<file path="config.mk">
export PLATFORM = sky130hd
export DESIGN_NAME = prog_loader_flat
export DESIGN_NICKNAME = d
export VERILOG_FILES = /design/src/rtl/prog_loader_if.sv /design/src/rtl/prog_loader.sv /design/src/flat_wrapper.sv
export SDC_FILE = /design/constraint.sdc
export NUM_CORES = 1
export LEC_CHECK = 0
export ABC_AREA = 1
export CORE_AREA = 2 2 101 83
export CTS_BUF_LIST = sky130_fd_sc_hd__clkbuf_8
export CTS_CLUSTER_DIAMETER = 50
export DETAILED_ROUTE_END_ITERATION = 8
export DIE_AREA = 0 0 103 85
export DONT_BUFFER_PORTS = 1
export PLACE_DENSITY = 0.8
export SKIP_CTS_REPAIR_TIMING = 1
export SYNTH_ARGS = -nofsm -noshare
export SYNTH_HDL_FRONTEND = slang
export SYNTH_SLANG_ARGS = --single-unit
</file>
<file path="constraint.sdc">
create_clock -name clk -period 2.6 [get_ports clk]
set_input_delay 0 -clock clk [delete_from_list [all_inputs] [get_ports clk]]
set_output_delay 0 -clock clk [all_outputs]
set_load 0.02 [all_outputs]
</file>
<file path="src/rtl/prog_loader_if.sv">
// ----------------------------------------------------------------------------
// prog_loader_if
//   Groups the byte-stream handshake and the memory write port of the program
//   loader.
//   slave  : loader side. It sinks the byte stream and drives the memory write
//            port.
//   master : environment side. It sources the bytes and observes the writes.
// Signals
//   in_valid   byte stream valid
//   in_data    byte stream data, least-significant byte of each word first
//   in_ready   loader accepts the byte this cycle (transfer = in_valid & in_ready)
//   MemWrite   single-cycle write strobe, one per word
//   DataAdr    byte address of the write
//   WriteData  assembled 32-bit word
// ----------------------------------------------------------------------------
`timescale 1ns/1ps
interface prog_loader_if;
    logic        in_valid;
    logic [7:0]  in_data;
    logic        in_ready;
    logic        MemWrite;
    logic [31:0] DataAdr;
    logic [31:0] WriteData;

    modport slave (
        input  in_valid,
        input  in_data,
        output in_ready,
        output MemWrite,
        output DataAdr,
        output WriteData
    );

    modport master (
        output in_valid,
        output in_data,
        input  in_ready,
        input  MemWrite,
        input  DataAdr,
        input  WriteData
    );
endinterface

</file>
<file path="src/rtl/prog_loader.sv">
// ----------------------------------------------------------------------------
// prog_loader
//   Write-side initiator that fills a word-aligned RAM from a little-endian
//   byte stream. Four accepted bytes form one 32-bit word. Each word is issued
//   as a single-cycle write at incrementing word addresses. The core is held in
//   reset until a load completes.
// Ports
//   clk        clock, all logic on posedge
//   reset      synchronous, active-high
//   start      one-cycle load request, only looked at in IDLE
//   num_words  number of words to load, sampled together with start
//   bus        prog_loader_if.slave: byte stream in, memory write port out
//   core_hold  1 holds the core in reset
//   busy       load in progress (RECV or WRITE)
//   done       one-cycle pulse when a load finishes
//   err        one-cycle pulse when start is rejected (num_words > DEPTH_WORDS)
// ----------------------------------------------------------------------------
`timescale 1ns/1ps
module prog_loader #(
    parameter int          DEPTH_WORDS = 64,
    parameter logic [31:0] BASE_ADDR   = 32'h0000_0000,
    parameter int          CNT_W       = 7
) (
    input  logic              clk,
    input  logic              reset,
    input  logic              start,
    input  logic [CNT_W-1:0]  num_words,
    prog_loader_if.slave      bus,
    output logic              core_hold,
    output logic              busy,
    output logic              done,
    output logic              err
);

    typedef enum logic [1:0] {
        IDLE  = 2'd0,
        RECV  = 2'd1,
        WRITE = 2'd2,
        DONE  = 2'd3
    } state_t;

    localparam logic [CNT_W-1:0] DEPTH_C = CNT_W'(DEPTH_WORDS);
    localparam logic [CNT_W-1:0] ONE_C   = CNT_W'(1);
    localparam logic [CNT_W-1:0] ZERO_C  = {CNT_W{1'b0}};

    // Registered state and outputs
    state_t             state_r;
    logic [1:0]         byte_cnt_r;
    logic [CNT_W-1:0]   word_idx_r;
    logic [CNT_W-1:0]   num_words_r;
    logic [31:0]        word_r;
    logic [31:0]        dataadr_r;
    logic [31:0]        wdata_r;
    logic               in_ready_r;
    logic               memwrite_r;
    logic               busy_r;
    logic               done_r;
    logic               err_r;
    logic               hold_r;

    // Next-cycle values
    state_t             state_s;
    logic [1:0]         byte_cnt_s;
    logic [CNT_W-1:0]   word_idx_s;
    logic [CNT_W-1:0]   num_words_s;
    logic [31:0]        word_s;
    logic [31:0]        dataadr_s;
    logic [31:0]        wdata_s;
    logic               in_ready_s;
    logic               memwrite_s;
    logic               busy_s;
    logic               done_s;
    logic               err_s;
    logic               hold_s;
    logic               xfer_s;

    // in_ready_r is a register, so the handshake never has an
    // in_valid -> in_ready combinational path.
    assign xfer_s = bus.in_valid & in_ready_r;

    // Next-state and next-output decode
    always_comb begin
        state_s     = state_r;
        byte_cnt_s  = byte_cnt_r;
        word_idx_s  = word_idx_r;
        num_words_s = num_words_r;
        word_s      = word_r;
        dataadr_s   = dataadr_r;
        wdata_s     = wdata_r;
        hold_s      = hold_r;
        err_s       = 1'b0;

        case (state_r)
            IDLE: begin
                if (start) begin
                    if (num_words > DEPTH_C) begin
                        // Rejected request: core_hold is left untouched
                        err_s = 1'b1;
                    end else if (num_words == ZERO_C) begin
                        state_s = DONE;
                        hold_s  = 1'b0;
                    end else begin
                        state_s     = RECV;
                        num_words_s = num_words;
                        word_idx_s  = ZERO_C;
                        byte_cnt_s  = 2'd0;
                        word_s      = 32'h0000_0000;
                        hold_s      = 1'b1;
                    end
                end else begin
                    state_s = IDLE;
                end
            end

            RECV: begin
                if (xfer_s) begin
                    word_s[{byte_cnt_r, 3'b000} +: 8] = bus.in_data;
                    byte_cnt_s = byte_cnt_r + 2'd1;
                    if (byte_cnt_r == 2'd3) begin
                        // Present the complete word, including the byte
                        // arriving now, during the WRITE cycle.
                        state_s   = WRITE;
                        dataadr_s = BASE_ADDR + 32'({word_idx_r, 2'b00});
                        wdata_s   = word_s;
                    end else begin
                        state_s = RECV;
                    end
                end else begin
                    state_s = RECV;
                end
            end

            WRITE: begin
                if (word_idx_r == (num_words_r - ONE_C)) begin
                    state_s = DONE;
                    hold_s  = 1'b0;
                end else begin
                    state_s    = RECV;
                    word_idx_s = word_idx_r + ONE_C;
                end
            end

            DONE: begin
                state_s = IDLE;
            end

            default: begin
                state_s = IDLE;
            end
        endcase

        // Outputs that depend only on the state are registered as a decode of
        // the next state, so they line up with the state register.
        in_ready_s = (state_s == RECV);
        memwrite_s = (state_s == WRITE);
        busy_s     = (state_s == RECV) || (state_s == WRITE);
        done_s     = (state_s == DONE);
    end

    // State and output registers with synchronous reset
    always_ff @(posedge clk) begin
        if (reset) begin
            state_r     <= IDLE;
            byte_cnt_r  <= 2'd0;
            word_idx_r  <= ZERO_C;
            num_words_r <= ZERO_C;
            word_r      <= 32'h0000_0000;
            dataadr_r   <= 32'h0000_0000;
            wdata_r     <= 32'h0000_0000;
            in_ready_r  <= 1'b0;
            memwrite_r  <= 1'b0;
            busy_r      <= 1'b0;
            done_r      <= 1'b0;
            err_r       <= 1'b0;
            hold_r      <= 1'b1;
        end else begin
            state_r     <= state_s;
            byte_cnt_r  <= byte_cnt_s;
            word_idx_r  <= word_idx_s;
            num_words_r <= num_words_s;
            word_r      <= word_s;
            dataadr_r   <= dataadr_s;
            wdata_r     <= wdata_s;
            in_ready_r  <= in_ready_s;
            memwrite_r  <= memwrite_s;
            busy_r      <= busy_s;
            done_r      <= done_s;
            err_r       <= err_s;
            hold_r      <= hold_s;
        end
    end

    assign bus.in_ready  = in_ready_r;
    assign bus.MemWrite  = memwrite_r;
    assign bus.DataAdr   = dataadr_r;
    assign bus.WriteData = wdata_r;
    assign core_hold     = hold_r;
    assign busy          = busy_r;
    assign done          = done_r;
    assign err           = err_r;

endmodule

</file>
<file path="src/flat_wrapper.sv">
// flat-port wrapper written by rule: the top's interface ports become plain ports
module prog_loader_flat 
#(
    parameter int          DEPTH_WORDS = 64,
    parameter logic [31:0] BASE_ADDR   = 32'h0000_0000,
    parameter int          CNT_W       = 7
)
  (clk, reset, start, num_words, core_hold, busy, done, err, bus_in_valid, bus_in_data, bus_in_ready, bus_MemWrite, bus_DataAdr, bus_WriteData);
  prog_loader_if bus_i ();
  input  logic clk;
  input  logic reset;
  input  logic start;
  input  logic [CNT_W-1:0] num_words;
  output logic core_hold;
  output logic busy;
  output logic done;
  output logic err;
  input wire logic [$bits(bus_i.in_valid)-1:0] bus_in_valid;
  input wire logic [$bits(bus_i.in_data)-1:0] bus_in_data;
  output wire logic [$bits(bus_i.in_ready)-1:0] bus_in_ready;
  output wire logic [$bits(bus_i.MemWrite)-1:0] bus_MemWrite;
  output wire logic [$bits(bus_i.DataAdr)-1:0] bus_DataAdr;
  output wire logic [$bits(bus_i.WriteData)-1:0] bus_WriteData;
  assign bus_i.in_valid = bus_in_valid;
  assign bus_i.in_data = bus_in_data;
  assign bus_in_ready = bus_i.in_ready;
  assign bus_MemWrite = bus_i.MemWrite;
  assign bus_DataAdr = bus_i.DataAdr;
  assign bus_WriteData = bus_i.WriteData;
  prog_loader #(.DEPTH_WORDS(DEPTH_WORDS), .BASE_ADDR(BASE_ADDR), .CNT_W(CNT_W)) u_core (.clk(clk), .reset(reset), .start(start), .num_words(num_words), .bus(bus_i), .core_hold(core_hold), .busy(busy), .done(done), .err(err));
endmodule
</file>
# Yosys cells after proc, flatten, opt, wreduce, memory -nomap -nowiden
# Cells that the tools add are included.
# op_classes
reduce_logical,11
n_mux,29
shifts,2
order_cmp,1
n_bitwise,5
addsub,4
eq_ne,14
# op_table
operator,n
2-to-1 mux 32 bit,4
one-hot mux 32 bit (2 select lines),1
bitwise mux 32 bit,1
variable shift 8 x 7 -> 32 bit (first input constant),1
indexed part select 8 x 7 -> 32 bit,1
2-to-1 mux 7 bit,4
2-to-1 mux 2 bit,10
one-hot mux 7 bit (2 select lines),1
equality test 2 bit (second input constant),5
AND reduction 5 bit,2
inequality test 2 bit (second input constant),4
one-hot mux 2 bit (4 select lines),1
AND reduction 4 bit,2
adder 7 x 1 -> 7 bit (second input constant),1
equality test 7 bit,1
greater-than comparator 7 bit (second input constant),1
zero test 7 bit,1
negator 5 -> 7 bit,1
subtractor 7 x 1 -> 7 bit (second input constant),1
2-to-1 mux 1 bit,5
equality test 2 x 1 -> 1 bit (second input constant),2
inequality test 2 x 1 -> 1 bit (second input constant),2
inverter 1 bit,4
one-hot mux 2 bit (2 select lines),1
8 further kinds,9
# word_totals
reg_bits,95
output_inout_bits,70

# Logic depth before layout (Yosys ltp)
# logic_depth
ltp_word,7
depth_mapped,15
ltp_nobuf,15

# Worst setup path after synthesis
# Ideal clock, no wire load.
# synth_path
kind,flip-flop to flip-flop
startpoint,register u_core.num_words_r[0]
endpoint,register u_core.in_ready_r (netlist: u_core.bus.in_ready)
setup_time_ps,128
path_slack_ps,744
stages_incl_launch_ff,16
synth_period_minus_slack_ps,1856
n_path_buf,0
t_arrival_ps,1729
path_cell_list,dfxtp_1 -> inv_1 -> ha_1 -> inv_1 -> nand2_1 -> nand2_1 -> nor2_1 -> nand3_1 -> nor2_1 -> nand3_2 -> inv_1 -> or2_1 -> inv_1 -> ha_1 -> inv_1 -> nor2_1
# synth_between
elab_chain_len,5
# synth_lines
item,line,source
start: declaration,prog_loader.sv:50,logic [CNT_W-1:0] num_words_r;
start signal: assignment,prog_loader.sv:180,num_words_r <= num_words_s;
subtractor 7 x 1 -> 7 bit,prog_loader.sv:134,if (word_idx_r == (num_words_r - ONE_C)) begin
equality test 7 bit,prog_loader.sv:134,
2-to-1 mux 2 bit,prog_loader.sv:134,
one-hot mux 2 bit (4 select lines),prog_loader.sv:93,case (state_r)
equality test 2 x 1 -> 1 bit,prog_loader.sv:154,in_ready_s = (state_s == RECV);
via u_core.in_ready_s,prog_loader.sv:69,logic in_ready_s;
end signal: assignment,prog_loader.sv:184,in_ready_r <= in_ready_s;
end: declaration,prog_loader.sv:54,logic in_ready_r;
# The timed path passes the listed nets, and every way through them passes these cells.
# A chain may end at the register's enable or synchronous reset.

# Worst setup path in the final report
# layout_path
startpoint,register u_core.num_words_r[0]
endpoint,register u_core.word_idx_r[1]
# layout_between
elab_chain_len,4
# layout_lines
item,line,source
subtractor 7 x 1 -> 7 bit,prog_loader.sv:134,
equality test 7 bit,prog_loader.sv:134,
inequality test 2 bit (no line),-,
AND reduction 5 bit (no line),-,
end signal: assignment,prog_loader.sv:179,word_idx_r <= word_idx_s;
end: declaration,prog_loader.sv:49,logic [CNT_W-1:0] word_idx_r;
# No other way between the ends.

==> flow_metrics.py <==
metrics = {
    "status": {
        "status": "finished with violations",
        "failed_checks": "negative hold slack",
    },
    "worst_setup_path": {
        "timing.rr.end": "u_core.word_idx_r[1]$_SDFFE_PP0P_",
        "cpPeakStageDelay_ps": 550,
        "critical_path.slowest_cell": "sky130_fd_sc_hd__dlygate4sd3_1",
        "worstSetupStartpointType": "register",
        "path_cells": "inv_1, ha_1, inv_1, nand2_1, nand2_1, nor2_1, nand3_1, nor2_1, nand3_2, nand2_4, nand2_1, a21oi_2, dlygate4sd3_1",
        "regToRegSetupSlack_ps": 250,
        "rr_worst_depth": 13,
        "timing.setup.critical_path_class": "register to register",
        "critPathRequiredTime_ps": 2920,
        "critical-path-top-cell-by-count": "sky130_fd_sc_hd__nand2_1",
        "crit_end_element": "register",
        "crit_path_dat_ps": 2670,
        "crit-reg2reg-launch": "u_core.num_words_r[0]$_SDFFE_PP0P_",
        "critical_path_peak_fanout": 7,
    },
    "finish": {
        "n_antenna_cell": 0,
        "area_growth_syn_to_layout_pct": 5.827,
        "post-route-util_pct": 61.75,
        "mostFrequentLayoutCell": "sky130_fd_sc_hd__nor2_1",
        "layout-drive-gt1-share_pct": 6.299,
        "fillers": 660,
        "layout.cells.most_common_list": "sky130_fd_sc_hd__nor2_1, sky130_fd_sc_hd__dfxtp_1, sky130_fd_sc_hd__a21oi_1",
        "layout.nets": 659,
    },
    "route": {
        "detailroute.via_count": 4085,
        "wl_per_cell_um": 14.33,
        "ant_nets": 0,
        "detailed_routing_iteration_count_for_the_pre_antenna_repair_pass": 5,
        "routed_wirelength_mm": 10.65,
        "drc": 0,
        "post_drt_via_cell_ratio": 5.498,
        "dr.first_iter.drc_count": 260,
    },
    "worst_hold_path": {
        "worst_hold_path_stage_count": 4,
        "worst_hold_startpoint": "bus_in_data[7]",
        "timing.hold.worst_endpoint": "u_core.bus.WriteData[7]$_SDFFE_PP0P_",
        "holdCritPathClass": "input pin to register",
    },
    "global_route": {
        "overflow": 0,
        "grt_start_max_net_pins": 44,
        "gr_util_all_layers_pct": 24.93,
        "first_global_vias": 3709,
        "grt_antenna_before_repair": 0,
        "grt_pass1_wl_mm": 17.62,
    },
    "die": {
        "boundaryPins": 89,
        "die_area_um2": 8755,
        "die_w_um": 103,
        "die_height_um": 85,
        "initial_standard_cell_utilization_of_the_core_pct": 58.35,
        "placementRows": 29,
        "design.core.area_um2": 7765,
    },
    "pwr": {
        "clock_power_share_pct": 33.6,
        "power.density_cell_area_nw_per_um2": 603.2,
        "seq_power_share_pct": 51.9,
        "p_leak_uw": 0.001985,
        "internal_power_uw": 2042,
        "comb_power_share_pct": 14.5,
        "power.share.switching_pct": 29.41,
        "netSwitchingPower_uw": 850.5,
        "power.total_uw": 2892,
        "max-vdd-ir-drop_mv": 0.2730,
    },
    "job": {
        "timing.max_cap.violations": 0,
    },
    "sta": {
        "final_critical_path_share_of_the_clock_period_pct": 90.46,
        "layout_min_cycle_time_ps": 2352,
        "clock_skew_ps": 10.23,
        "setup_viol_count_final": 0,
        "finalSetupTns_ps": 0,
        "hold-worst-slack_ps": -19.04,
        "timing.final.max_slew_violations": 0,
        "maxClockFrequency_mhz": 425.2,
        "hold_violations": 2,
    },
    "logic_synthesis": {
        "synth_async_sr_flop_share_pct": 0,
        "syn_avg_cell_area_um2": 7.135,
        "post_synthesis_sequential_area_ratio_pct": 41.09,
        "synthesis.instances": 635,
        "yosys_warnings": 0,
        "synth_enable_flop_cells": 0,
        "ys_dominant_reg_cell": "sky130_fd_sc_hd__dfxtp_1",
        "total_standard_cell_area_after_synthesis_um2": 4531,
        "ys_types": 30,
        "flip_flop_and_latch_count_after_synthesis": 93,
    },
    "clocking": {
        "clock_latency_on_the_worst_skew_pair_ps": 370,
        "cts.htree.levels": 3,
        "tritoncts.num_buffers": 9,
        "clock_tree.root_cell": "sky130_fd_sc_hd__clkbuf_8",
        "clock_tree_from_tritoncts": "built",
        "longest_clk_path_bufs": 2,
        "tritoncts_num_sinks": 93,
        "worst_path_clk_slew_ps": 100,
    },
    "placed_design": {
        "post-dp-hpwl_mm": 7.351,
        "globalplace.congestion": 0.9010,
        "port_buffers": 0,
    },
}
worst max-delay path by stage:
stage | start | slack (ps) | to
floorplan | u_core.num_words_r[0]$_SDFFE_PP0P_ | 740 | u_core.bus.in_ready$_SDFF_PP0_
finish | u_core.num_words_r[0]$_SDFFE_PP0P_ | 250 | u_core.word_idx_r[1]$_SDFFE_PP0P_
global placement | u_core.num_words_r[0]$_SDFFE_PP0P_ | 640 | u_core.bus.in_ready$_SDFF_PP0_
global route | u_core.num_words_r[0]$_SDFFE_PP0P_ | -7 | u_core.word_idx_r[1]$_SDFFE_PP0P_
CTS | u_core.num_words_r[0]$_SDFFE_PP0P_ | 520 | u_core.bus.in_ready$_SDFF_PP0_
detailed placement | u_core.num_words_r[0]$_SDFFE_PP0P_ | 540 | u_core.bus.in_ready$_SDFF_PP0_
cell type report:
type	count	area (µm²)	share of cell area, %
clock buffers	9	123.9	2.584
clock inverters	7	73.82	1.540
inverters	60	225.2	4.697
multi-input cells	446	2185	45.56
flip-flops and latches	93	1862	38.83
well taps	108	135.1	2.818
repair buffers	20	190.2	3.967
critical path, delay by kind of cell (launching register included):
family,cells,cell delay (ps)
AND/OR/NAND/NOR,8,800
AO/OA/AOI/OAI,1,120
flip-flops,1,340
adder cells (fa/ha/maj),1,330
buffers and inverters,3,690
per-layer routing:
metal | up-vias | GRT usage, % | share of wire, %
met2 | 186 | 37.72 | 45
met3 | 18 | 7.084 | 8.6
met5 | - | 0 | 0
li1 | 2019 | - | -
met1 | 1862 | 34.65 | 45
met4 | 0 | 7.536 | 1.6
through the flow:
stage | setup WS (ps) | std cells | area [µm²]
3_3_place_gp | 643.9 | 715 | 4467
4_1_cts | 518.6 | 731 | 4664
5_1_grt | -7.374 | 743 | 4795
3_5_place_dp | 544.0 | 715 | 4467
6_report | 248.0 | 743 | 4795
2_1_floorplan | 743.8 | 659 | 4621
cell usage after synthesis (all sizes together) (2+ instances only):
library cell / n / area [µm²]
xor2: 5 / 43.79
a31oi: 2 / 12.51
clkbuf: 17 / 63.81
a22o: 7 / 61.31
nand4: 3 / 18.77
a21oi: 88 / 447.9
nand2: 75 / 296.5
o22ai: 8 / 50.05
buf: 43 / 290.3
ha: 10 / 125.1
dfxtp: 93 / 1862
inv: 59 / 221.5
xnor2: 2 / 17.52
nand3: 31 / 165.2
nor2: 107 / 414.1
o21ai: 56 / 291.5
nor3: 24 / 120.1
cell families (layout without fill, tap and decap cells):
| kind of cell | after synthesis | after routing | synth area share, % |
|---|---|---|---|
| buffers and inverters | 120 | 96 | 12.79 |
| XOR/XNOR | 7 | 7 | 1.353 |
| AO/OA/AOI/OAI | 163 | 163 | 19.39 |
| other | 1 | 25 | 0.08277 |
| AND/OR/NAND/NOR | 241 | 241 | 22.54 |
| adder cells (fa/ha/maj) | 10 | 10 | 2.762 |
| flip-flops | 93 | 93 | 41.09 |
flip-flops by register name, summed over array words and instances, names as in the netlist, 2 cells and up:
register              cells
u_core.state_r            2
u_core.byte_cnt_r         2
u_core.word_r            30
u_core.num_words_r        7
u_core.bus.DataAdr        7
u_core.bus.WriteData     32
u_core.word_idx_r         7
power by group through the flow:
| stage | clock network [µW] | registers (µW) | logic [µW] |
|---|---|---|---|
| floorplan | 0 | 1530 | 356 |
| global placement | 0 | 1530 | 370 |
| detailed placement | 0 | 1530 | 383 |
| CTS | 988 | 1500 | 384 |
| global route | 1040 | 1510 | 467 |
| finish | 972 | 1500 | 419 |
No activity file was read; power rests on OpenSTA's default activity.
